File: src/rtl/tp_coord_reader.sv
// rtl/tp_coord_reader.sv - Touch-panel coordinate poller over a byte-level I2C command port
//
// Purpose: periodically reads the touch controller status register. On a
// ready report with at least one point, it reads the first point (x_lo,
// x_hi, y_lo, y_hi), validates it and publishes it. The status register is
// then cleared with a write of 0. Repeated "zero point" reports release the
// coordinates to the 0xFFFF sentinel. Bus errors and response timeouts abort
// the sequence and bump a saturating error counter.
//
// Ports:
//   clk, rst                 clock, asynchronous active-high reset
//   enable                   permits new poll sequences to start
//   cmd_valid/cmd_ready      command handshake towards the I2C master
//   cmd_we/cmd_addr/cmd_wdata  command payload (1 = write)
//   rsp_valid/rsp_data/rsp_err single-cycle response from the I2C master
//   tp_x_coord/tp_y_coord    touch coordinates, 0xFFFF when released
//   touch_valid              coordinates hold a real touch
//   err_cnt                  saturating count of errors, timeouts, bad reports
module tp_coord_reader #(
  parameter int unsigned POLL_CYCLES = 500_000,
  parameter int unsigned RSP_TIMEOUT = 100_000,
  parameter int unsigned MISS_LIMIT  = 3,
  parameter int unsigned X_MAX       = 800,
  parameter int unsigned Y_MAX       = 480,
  parameter logic [15:0] STAT_ADDR   = 16'h814E,
  parameter logic [15:0] PT1_ADDR    = 16'h8150
) (
  input  logic        clk,
  input  logic        rst,
  input  logic        enable,
  output logic        cmd_valid,
  input  logic        cmd_ready,
  output logic        cmd_we,
  output logic [15:0] cmd_addr,
  output logic [7:0]  cmd_wdata,
  input  logic        rsp_valid,
  input  logic [7:0]  rsp_data,
  input  logic        rsp_err,
  output logic [15:0] tp_x_coord,
  output logic [15:0] tp_y_coord,
  output logic        touch_valid,
  output logic [7:0]  err_cnt
);

  localparam int TW  = $clog2(POLL_CYCLES + 1);
  localparam int TMW = $clog2(RSP_TIMEOUT + 1);
  localparam int MW  = $clog2(MISS_LIMIT + 1);

  localparam logic [TW-1:0]  POLL_MAX = TW'(POLL_CYCLES);
  localparam logic [TMW-1:0] TMO_LAST = TMW'(RSP_TIMEOUT - 1);
  localparam logic [MW-1:0]  MISS_LIM = MW'(MISS_LIMIT);
  localparam logic [15:0]    X_LIM    = 16'(X_MAX);
  localparam logic [15:0]    Y_LIM    = 16'(Y_MAX);

  typedef enum logic [3:0] {
    IDLE, RD_STAT, WAIT_STAT, RD_XL, WAIT_XL, RD_XH, WAIT_XH,
    RD_YL, WAIT_YL, RD_YH, WAIT_YH, UPDATE, CLR, WAIT_CLR, ERR
  } state_t;

  state_t         state;
  logic [TW-1:0]  poll_timer;
  logic [TMW-1:0] tmo_cnt;
  logic [MW-1:0]  miss_cnt;
  logic [7:0]     x_lo, x_hi, y_lo, y_hi;

  logic [15:0]    x_word, y_word;
  logic [MW-1:0]  miss_inc;
  logic [7:0]     err_inc;

  assign x_word   = {x_hi, x_lo};
  assign y_word   = {y_hi, y_lo};
  assign miss_inc = (miss_cnt == MISS_LIM) ? miss_cnt : miss_cnt + MW'(1);
  assign err_inc  = (err_cnt == 8'hFF) ? err_cnt : err_cnt + 8'd1;

  // Each issue state has a matching wait state entered on acceptance.
  function automatic state_t wait_of(input state_t s);
    case (s)
      RD_STAT: wait_of = WAIT_STAT;
      RD_XL:   wait_of = WAIT_XL;
      RD_XH:   wait_of = WAIT_XH;
      RD_YL:   wait_of = WAIT_YL;
      RD_YH:   wait_of = WAIT_YH;
      CLR:     wait_of = WAIT_CLR;
      default: wait_of = IDLE;
    endcase
  endfunction

  always_ff @(posedge clk or posedge rst) begin
    if (rst) begin
      state       <= IDLE;
      poll_timer  <= '0;
      tmo_cnt     <= '0;
      miss_cnt    <= '0;
      x_lo        <= '0;
      x_hi        <= '0;
      y_lo        <= '0;
      y_hi        <= '0;
      cmd_valid   <= 1'b0;
      cmd_we      <= 1'b0;
      cmd_addr    <= '0;
      cmd_wdata   <= '0;
      tp_x_coord  <= 16'hFFFF;
      tp_y_coord  <= 16'hFFFF;
      touch_valid <= 1'b0;
      err_cnt     <= '0;
    end else begin
      if (poll_timer != POLL_MAX) poll_timer <= poll_timer + TW'(1);

      case (state)
        IDLE: begin
          if (enable && poll_timer == POLL_MAX) begin
            poll_timer <= '0;
            cmd_valid  <= 1'b1;
            cmd_we     <= 1'b0;
            cmd_addr   <= STAT_ADDR;
            cmd_wdata  <= 8'h00;
            state      <= RD_STAT;
          end
        end

        RD_STAT, RD_XL, RD_XH, RD_YL, RD_YH, CLR: begin
          // Payload stays put until the master takes it.
          if (cmd_ready) begin
            cmd_valid <= 1'b0;
            tmo_cnt   <= '0;
            state     <= wait_of(state);
          end
        end

        WAIT_STAT, WAIT_XL, WAIT_XH, WAIT_YL, WAIT_YH, WAIT_CLR: begin
          if (rsp_valid && rsp_err) begin
            state <= ERR;
          end else if (rsp_valid) begin
            case (state)
              WAIT_STAT: begin
                if (!rsp_data[7]) begin
                  state <= IDLE;
                end else if (rsp_data[3:0] == 4'd0) begin
                  miss_cnt <= miss_inc;
                  if (miss_inc == MISS_LIM) begin
                    tp_x_coord  <= 16'hFFFF;
                    tp_y_coord  <= 16'hFFFF;
                    touch_valid <= 1'b0;
                  end
                  cmd_valid <= 1'b1;
                  cmd_we    <= 1'b1;
                  cmd_addr  <= STAT_ADDR;
                  cmd_wdata <= 8'h00;
                  state     <= CLR;
                end else begin
                  cmd_valid <= 1'b1;
                  cmd_addr  <= PT1_ADDR;
                  state     <= RD_XL;
                end
              end
              WAIT_XL: begin
                x_lo      <= rsp_data;
                cmd_valid <= 1'b1;
                cmd_addr  <= PT1_ADDR + 16'd1;
                state     <= RD_XH;
              end
              WAIT_XH: begin
                x_hi      <= rsp_data;
                cmd_valid <= 1'b1;
                cmd_addr  <= PT1_ADDR + 16'd2;
                state     <= RD_YL;
              end
              WAIT_YL: begin
                y_lo      <= rsp_data;
                cmd_valid <= 1'b1;
                cmd_addr  <= PT1_ADDR + 16'd3;
                state     <= RD_YH;
              end
              WAIT_YH: begin
                y_hi  <= rsp_data;
                state <= UPDATE;
              end
              default: state <= IDLE;
            endcase
          end else if (tmo_cnt == TMO_LAST) begin
            state <= ERR;
          end else begin
            tmo_cnt <= tmo_cnt + TMW'(1);
          end
        end

        UPDATE: begin
          if (x_word < X_LIM && y_word < Y_LIM) begin
            tp_x_coord  <= x_word;
            tp_y_coord  <= y_word;
            touch_valid <= 1'b1;
            miss_cnt    <= '0;
          end else begin
            err_cnt <= err_inc;
          end
          cmd_valid <= 1'b1;
          cmd_we    <= 1'b1;
          cmd_addr  <= STAT_ADDR;
          cmd_wdata <= 8'h00;
          state     <= CLR;
        end

        ERR: begin
          err_cnt <= err_inc;
          state   <= IDLE;
        end

        default: state <= IDLE;
      endcase
    end
  end

endmodule

File: config.mk
export PLATFORM = sky130hd
export DESIGN_NAME = tp_coord_reader
export DESIGN_NICKNAME = d
export VERILOG_FILES = /design/src/rtl/tp_coord_reader.sv
export SDC_FILE = /design/constraint.sdc
export NUM_CORES = 1
export LEC_CHECK = 0
export BUFFER_PORTS_ARGS = -buffer_cell sky130_fd_sc_hd__buf_2
export CAP_MARGIN = 20
export CORE_UTILIZATION = 60
export CTS_BUF_LIST = sky130_fd_sc_hd__clkbuf_4 sky130_fd_sc_hd__clkbuf_8
export CTS_CLUSTER_SIZE = 24
export DETAILED_ROUTE_END_ITERATION = 10
export PLACE_DENSITY = 0.87
export SYNTH_ARGS = -nofsm -noshare
export SYNTH_HDL_FRONTEND = slang
export SYNTH_SLANG_ARGS = --single-unit
File: constraint.sdc
create_clock -name clk -period 4.6 [get_ports clk]
set_clock_uncertainty 0.2 [all_clocks]
set_input_delay 0.46 -clock clk [delete_from_list [all_inputs] [get_ports clk]]
set_output_delay 0.46 -clock clk [all_outputs]
set_load 0.1 [all_outputs]
==> results.py, run 1 <==
metrics = {
    "power_and_ir_drop": {
        "leakagePower_nw": 2.909,
        "intPower_mw": 2.347,
        "combinationalPowerShare": 0.440,
        "vdd_drop_max_mv": 0.5034,
        "power.switching_mw": 2.383,
        "total_power_mw": 4.730,
        "p_seq_frac": 0.383,
        "switching_share": 0.5039,
        "powerDensity_mw_per_mm2": 724.3,
        "clock_power_share": 0.178,
    },
    "placed_design": {
        "dp_cells": 735,
        "dpl_cell_area_mm2": 0.006142,
        "gp_congestion": 0.8964,
        "dp_hpwl_mm": 8.238,
        "port-buffer-count": 64,
    },
    "run": {
        "drv_cap": 0,
    },
    "routing": {
        "routed_wl_mm": 12.00,
        "dr.pass1.iters": 6,
        "antenna_left": 0,
        "drt-initial-drc-count": 403,
        "via_per_inst": 5.804,
        "drc_errors": 0,
        "vias": 4463,
        "wire_per_inst_um": 15.60,
    },
    "timing": {
        "tightest_slew_ns": 1.037,
        "fin_crit_ns": 2.739,
        "whs_ns": 0.1054,
        "slew_violations": 0,
        "slew_headroom": 0.3067,
        "setup_viol": 0,
        "setup-tns-final_ns": 0,
        "hold_viol": 0,
        "rsz0062_at_grt": "no",
        "clock.fmax_ghz": 0.3651,
        "period_share": 0.5955,
    },
    "cts": {
        "cts-htree-levels": 4,
        "cts.clk_slew.worst_paths_ns": 0.08,
        "clk_path_buf_depth": 2,
        "cts_sinks": 122,
        "cts_buffers": 17,
        "cts_resized": 0,
        "clock_latency_ns": 0.44,
        "cts_root_buffer": "clkbuf_8",
        "cts_tree": "done",
    },
    "setup_path": {
        "endpoint_kind": "register",
        "critical_path_required_ns": 4.75,
        "crit_fanout": 33,
        "critPathLaunchType": "register",
        "critical_path_arrival_ns": 2.89,
        "worstSetupPathType": "register to register",
    },
    "die": {
        "fp.dieW_um": 100.6,
        "num_rows": 35,
        "start_util": 0.6251,
        "io_pins": 81,
        "dieArea_mm2": 0.01012,
        "die_h_um": 100.6,
        "coreArea_mm2": 0.009328,
    },
    "yosys": {
        "syn_inst": 564,
        "synth_edf_count": 0,
        "synth_warnings": 0,
        "ys_seq_area_frac": 0.5305,
        "syn_area_mm2": 0.005831,
        "syn_avg_cell_area_um2": 10.34,
        "ys_async_sr_fraction": 1.000,
        "synthDistinctLibCells": 67,
        "synthFlopType": "dfrtp_1",
        "ys_ff_latch": 122,
    },
    "cells_and_area": {
        "area_growth_pct": 12.00,
        "final_net_count": 645,
        "layout-drive-gt1-share": 0.2266,
        "antenna_cells": 0,
        "final_cells": 769,
        "fin_area_mm2": 0.006530,
    },
    "grt": {
        "grt_max_degree": 92,
        "grt_pass1_vias": 4229,
        "grt_pass1_wl_mm": 20.02,
        "gr-total-overflow": 0,
        "antenna_found_initial": 0,
        "grt_usage": 0.2566,
    },
    "run_status": {
        "status": "complete, no violations",
    },
    "min_path": {
        "worst_hold_path_type": "input pin to register",
    },
}
==> worst paths after layout <==
| check | from | end | slack, ns | cells past startpoint |
|---|---|---|---|---|
| max in group asynchronous | rst | poll_timer[18] | 3.20 | 4 |
| worst max register to register | state[0] | tp_x_coord[4] | 1.86 | 6 |
| worst max-delay path | state[0] | tp_x_coord[4] | 1.86 | 6 |
| worst min register to register | y_lo[1] | tp_y_coord[1] | 0.29 | 2 |
| min in group asynchronous | rst | poll_timer[3] | 0.31 | 3 |
| worst min-delay path | rsp_data[2] | x_lo[2] | 0.11 | 2 |
==> critical path: stages (launching register included) <==
cell and delay [ns]:
dfrtp_1 0.59, nor4b_1 0.66, nor4b_2 0.44, and2_1 0.19, buf_4 0.33, nor2_1 0.07, o21ai_1 0.18
==> registers in the layout, summed over array words and instances (netlist names), 2 cells and up <==
register    flops
poll_timer     19
miss_cnt        2
y_hi            8
y_lo            8
tp_y_coord     16
tmo_cnt        17
cmd_addr        5
state           4
tp_x_coord     16
x_lo            8
err_cnt         8
x_hi            8
==> final cells by class <==
| cell class | instances | area, µm² |
|---|---|---|
| fill | 682 | 2798 |
| timing repair buffer | 68 | 372.9 |
| clock inverter | 15 | 116.4 |
| multi-input combinational | 404 | 2497 |
| clock buffer | 17 | 234.0 |
| sequential | 122 | 3093 |
| tap | 129 | 161.4 |
| inverter | 14 | 55.05 |
==> routing by layer <==
layer | up-vias | track usage | wire length, µm
met2 | 170 | 0.4236 | 5970
met5 | - | 0 | 0
met3 | 42 | 0.06449 | 702
li1 | 2066 | - | -
met4 | 0 | 0.09588 | 302
met1 | 2185 | 0.3288 | 5023
==> cells in the mapped netlist (7+ instances only) <==
| library cell | count | area [µm²] |
|---|---|---|
| nor2_1 | 83 | 311.6 |
| a21oi_1 | 13 | 65.06 |
| mux2_1 | 27 | 304.0 |
| o21ai_1 | 21 | 105.1 |
| nand2b_1 | 7 | 43.79 |
| nand3_1 | 24 | 120.1 |
| nor3_1 | 11 | 55.05 |
| dfrtp_1 | 90 | 2252 |
| xnor2_1 | 11 | 96.34 |
| nand4_1 | 12 | 75.07 |
| clkbuf_1 | 9 | 33.78 |
| mux2i_1 | 9 | 90.09 |
| nand2_1 | 53 | 198.9 |
| dfstp_2 | 32 | 840.8 |
| xor2_1 | 13 | 113.9 |
| inv_1 | 13 | 48.80 |
| o21ai_0 | 10 | 50.05 |
| buf_4 | 22 | 165.2 |
==> repair_timing <==
| action | 4_1_cts | 5_1_grt |
|---|---|---|
| endpoints found under the hold margin | 0 | 2 |
| buffers inserted | 0 | 0 |
| hold buffers | 0 | 1 |
==> power groups by stage <==
stage                     Combinational [mW]  Clock [mW]  Sequential (mW)
after floorplan                        0.916           0             2.64
after global placement                  2.01           0             1.79
after detailed placement                2.06           0             1.81
after CTS                               2.08       0.855             1.80
after global routing                    2.20       0.903             1.86
final                                   2.08       0.841             1.81
==> logic make-up after synthesis <==
kind of cell,count (synthesis),synth area share
AOI/OAI and AO/OA,82,0.09400
xor gates and xnor gates,24,0.03605
adders and majority gates,4,0.008584
buffers and inverters,53,0.05215
DFF,122,0.5305
muxes,40,0.07596
other,1,0.0006432
and+or+nand+nor,238,0.2021
==> layout by cell type, fill, tap and decap left out, types with 16 or more instances in the layout <==
cell type and n:
dfrtp_1 90, nor2_1 82, buf_2 64, nand2_1 53, dfstp_2 32, mux2_1 27, nand3_1 24, o21ai_1 21
clkbuf_8 17, conb_1 16
==> per-stage QoR <==
stage | setup slack, ns | utilization
after detailed placement | 1.943 | 0.6585
after CTS | 1.899 | 0.6960
after floorplan | 0.7504 | -
after global placement | 2.080 | 0.6585
final | 1.861 | 0.7001
after global routing | 1.701 | 0.7001
Power figures use the tool's default switching activity.
==> inputs of run 2 (changes only) <==
--- a/config.mk
+++ b/config.mk
@@ -7,11 +7,11 @@
 export LEC_CHECK = 0
 export BUFFER_PORTS_ARGS = -buffer_cell sky130_fd_sc_hd__buf_2
 export CAP_MARGIN = 20
-export CORE_UTILIZATION = 60
+export CORE_UTILIZATION = 54
 export CTS_BUF_LIST = sky130_fd_sc_hd__clkbuf_4 sky130_fd_sc_hd__clkbuf_8
 export CTS_CLUSTER_SIZE = 24
 export DETAILED_ROUTE_END_ITERATION = 10
-export PLACE_DENSITY = 0.87
+export PLACE_DENSITY = 0.83
 export SYNTH_ARGS = -nofsm -noshare
 export SYNTH_HDL_FRONTEND = slang
 export SYNTH_SLANG_ARGS = --single-unit
==> constraint.sdc (replaced) <==
create_clock -name clk -period 2.4 [get_ports clk]
set_clock_uncertainty 0.2 [all_clocks]
set_input_delay 0.24 -clock clk [delete_from_list [all_inputs] [get_ports clk]]
set_output_delay 0.24 -clock clk [all_outputs]
set_load 0.1 [all_outputs]
==> results.py, run 2 (synthesis results as in run 1) <==
metrics = {
    "run_status": {
        "status": "complete, no violations",
    },
    "timing": {
        "setup_ws_ns": 0.04273,
        "slew_headroom": 0.6189,
        "slew_violations": 0,
        "fin_crit_ns": 2.357,
        "whs_ns": 0.05034,
        "tightest_slew_ns": 0.5573,
        "period_share": 0.9822,
        "clock.fmax_ghz": 0.4242,
        "setup_viol": 0,
        "hold_viol": 0,
    },
    "cts": {
        "clock_latency_ns": 0.45,
        "cts_buffers": 17,
        "cts-htree-levels": 4,
        "cts_sinks": 122,
        "cts.clk_slew.worst_paths_ns": 0.08,
        "cts_tree": "done",
        "clk_path_buf_depth": 2,
        "cts_root_buffer": "clkbuf_8",
    },
    "setup_path": {
        "critical_path_required_ns": 2.54,
        "crit_fanout": 8,
        "worstSetupPathType": "register to register",
        "endpoint_kind": "register",
        "critPathLaunchType": "register",
        "critical_path_arrival_ns": 2.49,
    },
    "grt": {
        "grt_usage": 0.2450,
        "gr-total-overflow": 0,
        "grt_pass1_vias": 4417,
        "grt_max_degree": 52,
        "grt_pass1_wl_mm": 21.40,
        "grtUsageMet2": 0.3936,
        "busiest_layer": "met2",
        "use_met1": 0.3209,
        "antenna_found_initial": 0,
        "use_met3": 0.06376,
    },
    "routing": {
        "wire_per_inst_um": 15.53,
        "drt-initial-drc-count": 296,
        "antenna_left": 0,
        "routed_wl_mm": 12.61,
        "dr.pass1.iters": 4,
        "via_per_inst": 5.594,
        "drc_errors": 0,
        "vias": 4542,
    },
    "cells_and_area": {
        "final_cells": 812,
        "largest_reg_flops": 19,
        "largest-register": "poll_timer",
        "final_util": 0.6688,
        "area_growth_pct": 19.48,
        "layout-drive-gt1-share": 0.2707,
        "antenna_cells": 0,
        "final_net_count": 681,
        "fillers": 799,
        "final_common_cell": "dfrtp_1",
        "multi_input_area_mm2": 0.002554,
        "register_area_mm2": 0.003094,
        "top_regs": "poll_timer (19), tmo_cnt (17)",
        "final_cell_mix": "89 x dfrtp_1, 81 x nor2_1, 64 x buf_2",
    },
    "run": {
        "drv_cap": 0,
    },
    "power_and_ir_drop": {
        "powerDensity_mw_per_mm2": 1370,
        "leakagePower_nw": 3.107,
        "vdd_drop_max_mv": 1.044,
        "total_power_mw": 9.547,
    },
    "placed_design": {
        "place_ws_ns": 0.006896,
        "dp_hpwl_mm": 8.508,
        "port-buffer-count": 64,
        "gp_congestion": 0.8502,
        "dp_cells": 764,
    },
    "die": {
        "coreArea_mm2": 0.01042,
        "die_h_um": 105.9,
        "io_pins": 81,
        "num_rows": 37,
        "dieArea_mm2": 0.01122,
        "fp.dieW_um": 105.9,
        "start_util": 0.5598,
    },
    "min_path": {
        "worst_hold_path_type": "input pin to register",
    },
}
[run 2: cell count changes in the layout (fill, tap and decap cells not counted), moves of 3 or more]
cell,before,now
buf_4,2,26
dlygate4sd3_1,1,10
buf_12,0,4
clkinvlp_4,0,4
clkinv_4,5,2
[run 2: worst paths after layout]
path	endpoint	start	cells after the start	slack, ns
max	state[0]	tmo_cnt[13]	5	0.04
min	tmo_cnt[10]	rsp_valid	4	0.05
max reg2reg	state[0]	tmo_cnt[13]	5	0.04
min reg2reg	tp_x_coord[1]	x_lo[1]	2	0.28
max in group asynchronous	tp_x_coord[4]	rst	4	1.14
min in group asynchronous	tp_x_coord[12]	rst	3	0.51
[run 2: layer usage]
layer  wire length [µm]  vias to the layer above
li1                   -                     2146
met1               5617                     2239
met2               6151                      132
met3                609                       25
met4                231                        0
met5                  0                        -
[run 2: critical path, stage by stage (launching register included)]
cell and delay, ns:
dfrtp_1 0.39, or4_1 0.53, o41a_1 0.47, a21bo_4 0.25, nand3_4 0.11, mux2_4 0.30
[run 2: final cells by class]
class	instances	share of cell area
multi-input combinational	404	0.3666
clock inverter	15	0.02335
tap	136	0.02443
inverter	14	0.008082
sequential	122	0.4441
timing repair buffer	104	0.09986
clock buffer	17	0.03358
[run 2: repair_timing]
action | 4_1_cts | 5_1_grt
buffers inserted | 0 | 6
endpoints found under the hold margin | 53 | 0
hold buffers | 10 | 0
resized for setup | 0 | 11
setup endpoints to repair | 0 | 45
[run 2: through the flow]
| step | TNS [ns] | area, µm² |
|---|---|---|
| 2_1_floorplan | 0 | 5892 |
| 3_3_place_gp | 0 | 6369 |
| 3_5_place_dp | 0 | 6369 |
| 4_1_cts | 0 | 6865 |
| 5_1_grt | -0.001933 | 6967 |
| 6_report | 0 | 6967 |
[run 2: report_power, final]
part / switching, mW / internal [mW]
sequential: 0.561 / 2.82
combinational: 3.20 / 1.14
clock: 0.894 / 0.938
total: 4.65 / 4.89
